## config.mk

```make
export PLATFORM = sky130hd
export DESIGN_NAME = video_timing_gen
export DESIGN_NICKNAME = d
export VERILOG_FILES = /design/src/rtl/video_timing_pkg.sv /design/src/rtl/vtg_pattern_gen.sv /design/src/rtl/video_timing_gen.sv
export SDC_FILE = /design/constraint.sdc
export NUM_CORES = 1
export LEC_CHECK = 0
export CORE_UTILIZATION = 40
export DETAILED_ROUTE_END_ITERATION = 10
export PLACE_DENSITY = 0.73
export SLEW_MARGIN = 10
export SYNTH_ARGS = -nofsm -noshare
export SYNTH_HDL_FRONTEND = slang
export SYNTH_SLANG_ARGS = --single-unit
```

## constraint.sdc

```tcl
create_clock -name pixel_clk -period 6.45 [get_ports pixel_clk]
set_input_delay 1.29 -clock pixel_clk [delete_from_list [all_inputs] [get_ports pixel_clk]]
set_output_delay 1.29 -clock pixel_clk [all_outputs]
set_load 0.01 [all_outputs]
```

## src/rtl/video_timing_pkg.sv

```systemverilog
// video_timing_pkg: VESA mode table, colour-bar constants and pixel-width helper
// shared by the video timing generator and its pattern source.
package video_timing_pkg;
  localparam int DEF_COMP_W = 8;
  localparam int MODE_W = 12;
  typedef struct packed {
    logic [MODE_W-1:0] h_act, h_fp, h_sync, h_bp;
    logic [MODE_W-1:0] v_act, v_fp, v_sync, v_bp;
    logic pos;
    logic [MODE_W-1:0] bar_w;
  } mode_t;
  localparam mode_t MODE_TABLE [4] = '{
    '{12'd640,  12'd16,  12'd96,  12'd48,  12'd480, 12'd10, 12'd2, 12'd33, 1'b0, 12'd80},
    '{12'd800,  12'd40,  12'd128, 12'd88,  12'd600, 12'd1,  12'd4, 12'd23, 1'b1, 12'd100},
    '{12'd1280, 12'd110, 12'd40,  12'd220, 12'd720, 12'd5,  12'd5, 12'd20, 1'b1, 12'd160},
    '{12'd1024, 12'd24,  12'd136, 12'd160, 12'd768, 12'd3,  12'd6, 12'd29, 1'b0, 12'd128}
  };
  // {R,G,B} on/off per bar: white, yellow, cyan, green, magenta, red, blue, black
  localparam logic [2:0] BAR_RGB [8] = '{3'b111, 3'b110, 3'b011, 3'b010, 3'b101, 3'b100, 3'b001, 3'b000};
  function automatic int pix_w(int comp_w);
    return 3 * comp_w;
  endfunction
endpackage

```

## src/rtl/vtg_pattern_gen.sv

```systemverilog
// vtg_pattern_gen: colour-bar source; the bar colour for xpos_i in mode_i
// appears on rgb_o LAT+1 cycles later.
module vtg_pattern_gen import video_timing_pkg::*; #(
  parameter int COMP_W = DEF_COMP_W,
  parameter int CNT_W = 12,
  parameter int LAT = 1
) (
  input  logic clk_i,
  input  logic rst_ni,
  input  logic [CNT_W-1:0] xpos_i,
  input  logic [1:0] mode_i,
  output logic [pix_w(COMP_W)-1:0] rgb_o
);
  logic [CNT_W-1:0] bar_w;
  logic [2:0] idx;
  logic [2:0] c;
  logic [pix_w(COMP_W)-1:0] rgb_d;
  logic [pix_w(COMP_W)-1:0] rgb_q [LAT+1];
  // bar index by threshold compare instead of a divider
  always_comb begin
    bar_w = CNT_W'(MODE_TABLE[mode_i].bar_w);
    idx = '0;
    for (int k = 1; k < 8; k++) idx = xpos_i >= CNT_W'(k) * bar_w ? 3'(k) : idx;
    c = BAR_RGB[idx];
    rgb_d = {{COMP_W{c[2]}}, {COMP_W{c[1]}}, {COMP_W{c[0]}}};
  end
  always_ff @(posedge clk_i) begin
    rgb_q[0] <= rst_ni ? rgb_d : '0;
    for (int k = 1; k <= LAT; k++) rgb_q[k] <= rst_ni ? rgb_q[k-1] : '0;
  end
  assign rgb_o = rgb_q[LAT];
endmodule

```

## src/rtl/video_timing_gen.sv

```systemverilog
// video_timing_gen: multi-mode sync/DE timing with early FIFO requests and
// latency-matched pixel alignment, optional colour-bar substitution.
module video_timing_gen import video_timing_pkg::*; #(
  parameter int COMP_W = DEF_COMP_W,
  parameter int REQ_LEAD = 1,
  parameter int DEFAULT_MODE = 0,
  parameter int CNT_W = 12
) (
  input  logic pixel_clk,
  input  logic sys_rst_n,
  input  logic [1:0] mode_sel,
  input  logic pattern_en,
  input  logic [pix_w(COMP_W)-1:0] pixel_data,
  output logic data_req,
  output logic [CNT_W-1:0] pixel_xpos,
  output logic [CNT_W-1:0] pixel_ypos,
  output logic video_hs,
  output logic video_vs,
  output logic video_de,
  output logic [pix_w(COMP_W)-1:0] video_rgb,
  output logic frame_start,
  output logic [1:0] cur_mode
);
  localparam int PW = pix_w(COMP_W);
  localparam int D = REQ_LEAD + 1;
  localparam logic IDLE_LVL = ~MODE_TABLE[DEFAULT_MODE].pos;
  logic [1:0] mode_q, mode_d;
  logic pat_q, pat_d, pos;
  logic [CNT_W-1:0] h_q, h_d, v_q, v_d, x_d, y_d, x_q, y_q;
  logic [CNT_W-1:0] h_sync, h_st, h_end, h_tot, v_sync, v_st, v_end, v_tot;
  logic h_last, v_last, act, hs_d, vs_d, fs_d;
  logic req_q, fs_q, hs_q, vs_q;
  logic [D-1:0] hs_sr_q, vs_sr_q, de_sr_q;
  logic [D:0] hs_v, vs_v, de_v;
  logic [PW-1:0] bar, rgb_d, rgb_q;
  always_comb begin
    h_sync = CNT_W'(MODE_TABLE[mode_q].h_sync);
    h_st = h_sync + CNT_W'(MODE_TABLE[mode_q].h_bp);
    h_end = h_st + CNT_W'(MODE_TABLE[mode_q].h_act);
    h_tot = h_end + CNT_W'(MODE_TABLE[mode_q].h_fp);
    v_sync = CNT_W'(MODE_TABLE[mode_q].v_sync);
    v_st = v_sync + CNT_W'(MODE_TABLE[mode_q].v_bp);
    v_end = v_st + CNT_W'(MODE_TABLE[mode_q].v_act);
    v_tot = v_end + CNT_W'(MODE_TABLE[mode_q].v_fp);
    pos = MODE_TABLE[mode_q].pos;
    h_last = h_q == h_tot - CNT_W'(1);
    v_last = v_q == v_tot - CNT_W'(1);
    h_d = h_last ? '0 : h_q + CNT_W'(1);
    v_d = !h_last ? v_q : v_last ? '0 : v_q + CNT_W'(1);
    act = h_q >= h_st && h_q < h_end && v_q >= v_st && v_q < v_end;
    x_d = act ? h_q - h_st : '0;
    y_d = act ? v_q - v_st : '0;
    fs_d = act && x_d == '0 && y_d == '0;
    hs_d = h_q < h_sync ? pos : ~pos;
    vs_d = v_q < v_sync ? pos : ~pos;
    mode_d = h_last && v_last ? mode_sel : mode_q;
    pat_d = h_last && v_last ? pattern_en : pat_q;
    hs_v = {hs_sr_q, hs_q};
    vs_v = {vs_sr_q, vs_q};
    de_v = {de_sr_q, req_q};
    rgb_d = !de_v[REQ_LEAD] ? '0 : pat_q ? bar : pixel_data;
  end
  always_ff @(posedge pixel_clk) begin
    if (!sys_rst_n) begin
      h_q <= '0;
      v_q <= '0;
      mode_q <= 2'(DEFAULT_MODE);
      pat_q <= 1'b0;
      req_q <= 1'b0;
      fs_q <= 1'b0;
      x_q <= '0;
      y_q <= '0;
      hs_q <= IDLE_LVL;
      vs_q <= IDLE_LVL;
      hs_sr_q <= {D{IDLE_LVL}};
      vs_sr_q <= {D{IDLE_LVL}};
      de_sr_q <= '0;
      rgb_q <= '0;
    end else begin
      h_q <= h_d;
      v_q <= v_d;
      mode_q <= mode_d;
      pat_q <= pat_d;
      req_q <= act;
      fs_q <= fs_d;
      x_q <= x_d;
      y_q <= y_d;
      hs_q <= hs_d;
      vs_q <= vs_d;
      hs_sr_q <= hs_v[D-1:0];
      vs_sr_q <= vs_v[D-1:0];
      de_sr_q <= de_v[D-1:0];
      rgb_q <= rgb_d;
    end
  end
  // fed from the pre-register position so the bar lands with the pixel_data sample
  vtg_pattern_gen #(.COMP_W(COMP_W), .CNT_W(CNT_W), .LAT(REQ_LEAD)) u_pat (
    .clk_i(pixel_clk),
    .rst_ni(sys_rst_n),
    .xpos_i(x_d),
    .mode_i(mode_q),
    .rgb_o(bar)
  );
  assign data_req = req_q;
  assign pixel_xpos = x_q;
  assign pixel_ypos = y_q;
  assign frame_start = fs_q;
  assign video_hs = hs_v[D];
  assign video_vs = vs_v[D];
  assign video_de = de_v[D];
  assign video_rgb = rgb_q;
  assign cur_mode = mode_q;
endmodule
```

==> results.md <==
- Final Cycle Share: 85.3%
- Vias in the first global route: 5257
- Antenna cells: 0
- Final WS setup: between 0.9 and 1 ns
- Clock latency on the worst-skew pair: between 0.3 and 0.4 ns
- Top-Level Pins: 84
- Nets@finish: just over 900
- Final Hold Fails: 0
- Mapped Nets: 840
- CP Launch Type: flip-flop
- Clk root buf: clkbuf_16
- Hold Crit Class: flip-flop to flip-flop
- Mean Syn Cell Area: roughly 8.6 um^2
- Post-synth top area share: roughly 29%
- Register area share after synthesis: ~30%
- Grt total ovfl: 0
- Via density: 5.53
- Status: completed
- Count of final setup violators: 0
- Htree depth: 3
- Placed Area: around 0.0073 mm^2
- WL/cell: between 15 and 20 um
- Synthesized netlist cell count: a little over 700
- 1st-pass router iterations: 5
- Vias: 5496
- RSZ-0062 raised after global routing: no
- Area leader, netlist: dfxtp_1
- Antenna violations before repair: 0
- Largest cells by area after synthesis: dfxtp_1 (29%), ha_1 (18%), xnor2_1 (4.8%)
- Worst Path Required: around 6.7 ns
- Largest net degree at the start of global routing: 29
- Post-CTS Resized: 0
- Cell Rows: 45
- Pre-CTS setup slack: ~1.0 ns
- DRT iter0 DRCs: between 300 and 400
- Static leakage: about 3.3 nW
- First-pass GRT wire length: roughly 27000 um
- Area growth syn-to-layout: 21.8%
- Max-cap violations: 0
- DIE WIDTH: 127 um
- Reg2Reg Depth: 21
- Layout cells sized above 1: between 5 and 6%
- Post-synth EDFFs: 0
- Max VDD drop: about 0.00017 V
- Clock sink total: 91
- Final Cell Area: 0.00756 mm^2
- CTS buffer count: 9
- Top_reg_cell synth: dfxtp_1
- Worst slew margin relative to its limit: a little under a third
- Worst-path fanout max: 9
- Hold-fix buffers, CTS: 0
- Fin Clk Skew: about 0.0084 ns
- GP Congestion: between 0.8 and 0.9
- Core area: around 0.015 mm^2
- DP HPWL: between 10000 and 15000 um
- Count of different cell masters after synthesis: 74
- Crit path capture type: flip-flop
- Seq cells post-synth: 91
- Min-Delay Path Depth: 1
- Reg area: 0.00182 mm^2
- DRC: 0
- Fillers: approximately 1500
- Multi-input logic area: between 0.004 and 0.005 mm^2
- PortBufs: 83
- Initial Util: roughly two fifths
- Post-CTS setup buffers: 0
- Worst-case clock buffer depth: 2
- Power density cells: about 150 mW/mm^2
- Worst-Margin Slew: 1.04 ns
- CTS tree: done
- Die ar.: around 0.016 mm^2
- Critical Path AT: just under 6 ns
- Ys async rst share: 0%
- Critical path class: flip-flop to flip-flop
- WL final: ~17000 um
- Detail Route Antenna Nets: 0
- TNS Setup: 0 ns
- Yosys Warn Count: 0
- Slew Limit Fails: 0
- Post-Syn Area: 0.00621 mm^2
- Die Span Y: approximately 130 um
- Gr usage total: a little over a fifth
- Clock slew at reported path FFs: 0.08 ns
- Maximum achievable frequency: about 180 MHz
- Fin crit period: 5.50 ns
==> worst max-delay path: stages, from the launching register on <==
cell and delay [ns]:
dfxtp_1 0.31, inv_1 0.22, ha_1 0.49, inv_1 0.25, ha_1 0.34, ha_1 0.18
inv_1 0.08, fa_1 0.25, a21o_1 0.15, a21oi_1 0.07, o211a_1 0.27, a2111oi_4 0.48
nand2_1 0.28, nor2_1 0.50, ha_1 0.35, a21o_1 0.16, a21oi_1 0.23, nand4_1 0.11
or3_1 0.31, nand3_1 0.10, a31oi_1 0.10, a31oi_1 0.18
==> cell families after synthesis <==
family | after synthesis | synth area share, %
mux | 5 | 0.826
buf+inv | 65 | 4.31
flops | 91 | 29.3
fa+ha+maj | 92 | 18.8
xor+xnor | 55 | 7.76
other cells | 1 | 0.0604
compound gates | 153 | 16.7
simple gates | 257 | 22.2
==> synth_stat cells, types with 6 or more instances <==
cell / number
o21a_1: 11
nand3_1: 25
dfxtp_1: 91
nor2_1: 78
and3_1: 11
nor3_1: 15
nand2b_1: 31
nand2_1: 36
a311oi_1: 6
xnor2_1: 34
or3_1: 6
ha_1: 90
xor2_1: 21
and2_1: 6
a21o_1: 15
nor4_1: 6
nand4_1: 12
clkbuf_1: 19
a21oi_1: 53
a211oi_1: 7
inv_1: 38
o21ai_0: 22
==> routing by layer <==
metal  vias to the layer above  wire (um)  GRT usage [%]
met4                         0        599           10.8
li1                       2721          -              -
met1                      2554       7630           27.1
met2                       178       7440           34.9
met3                        43       1090           5.27
met5                         -          0              0
==> sequential cells by signal, summed over array words and instances (netlist names), 6 cells and up <==
signal and count:
h_q 12, video_rgb 24, u_pat.rgb_q 6, v_q 12
pixel_xpos 12, pixel_ypos 12
==> layout by cell type (no fill, tap or decap), types with 4 or more instances in the layout <==
cell	instances
or3_1	6
clkbuf_16	9
a211oi_1	7
ha_1	90
dfxtp_1	91
inv_1	38
o211ai_1	5
a21oi_1	53
mux2i_1	4
nor2_1	78
xnor2_1	34
xor2_1	21
a311oi_1	6
and2_1	6
buf_4	14
nand3_1	25
a21o_1	15
o21ai_0	22
o21a_1	11
and3_1	11
nand4_1	12
nand2_1	36
clkdlybuf4s50_1	83
nand2b_1	31
nor4_1	6
nor3_1	15
==> through the flow <==
| stage | power (mW) | cells | utilization (%) | hold slack, ns |
|---|---|---|---|---|
| finish | 1.15 | 993 | 49.7 | 0.403 |
| floorplan | 0.601 | 719 | - | 0.386 |
| global route | 1.19 | 993 | 49.7 | 0.425 |
| CTS | 1.16 | 993 | 49.7 | 0.401 |
| global placement | 0.627 | 977 | 47.7 | 0.389 |
| detailed placement | 0.627 | 977 | 47.7 | 0.393 |
==> path summary, 6_finish.rpt <==
| path | from | to | slack [ns] |
|---|---|---|---|
| setup reg to reg | cur_mode[0] | u_pat.rgb_q[0][7] | 0.95 |
| hold reg to reg | hs_q | hs_sr_q[0] | 0.40 |
| setup / recovery | cur_mode[0] | u_pat.rgb_q[0][7] | 0.95 |
| hold / removal | hs_q | hs_sr_q[0] | 0.40 |
==> where the power goes <==
group / switching [mW] / total [mW] / internal [mW]
clock network: 0.256 / 0.532 / 0.276
logic: 0.0194 / 0.0439 / 0.0245
registers: 0.00341 / 0.570 / 0.567
total: 0.278 / 1.15 / 0.867
==> final cells by class <==
cell class,count,area share (%)
clock buffer,9,2.98
clock inverter,7,1.08
inverter,38,1.89
multi-input combinational,563,54.5
sequential,91,24.1
tap,188,3.11
timing repair buffer,97,12.4
No activity file was read; power rests on OpenSTA's default activity.
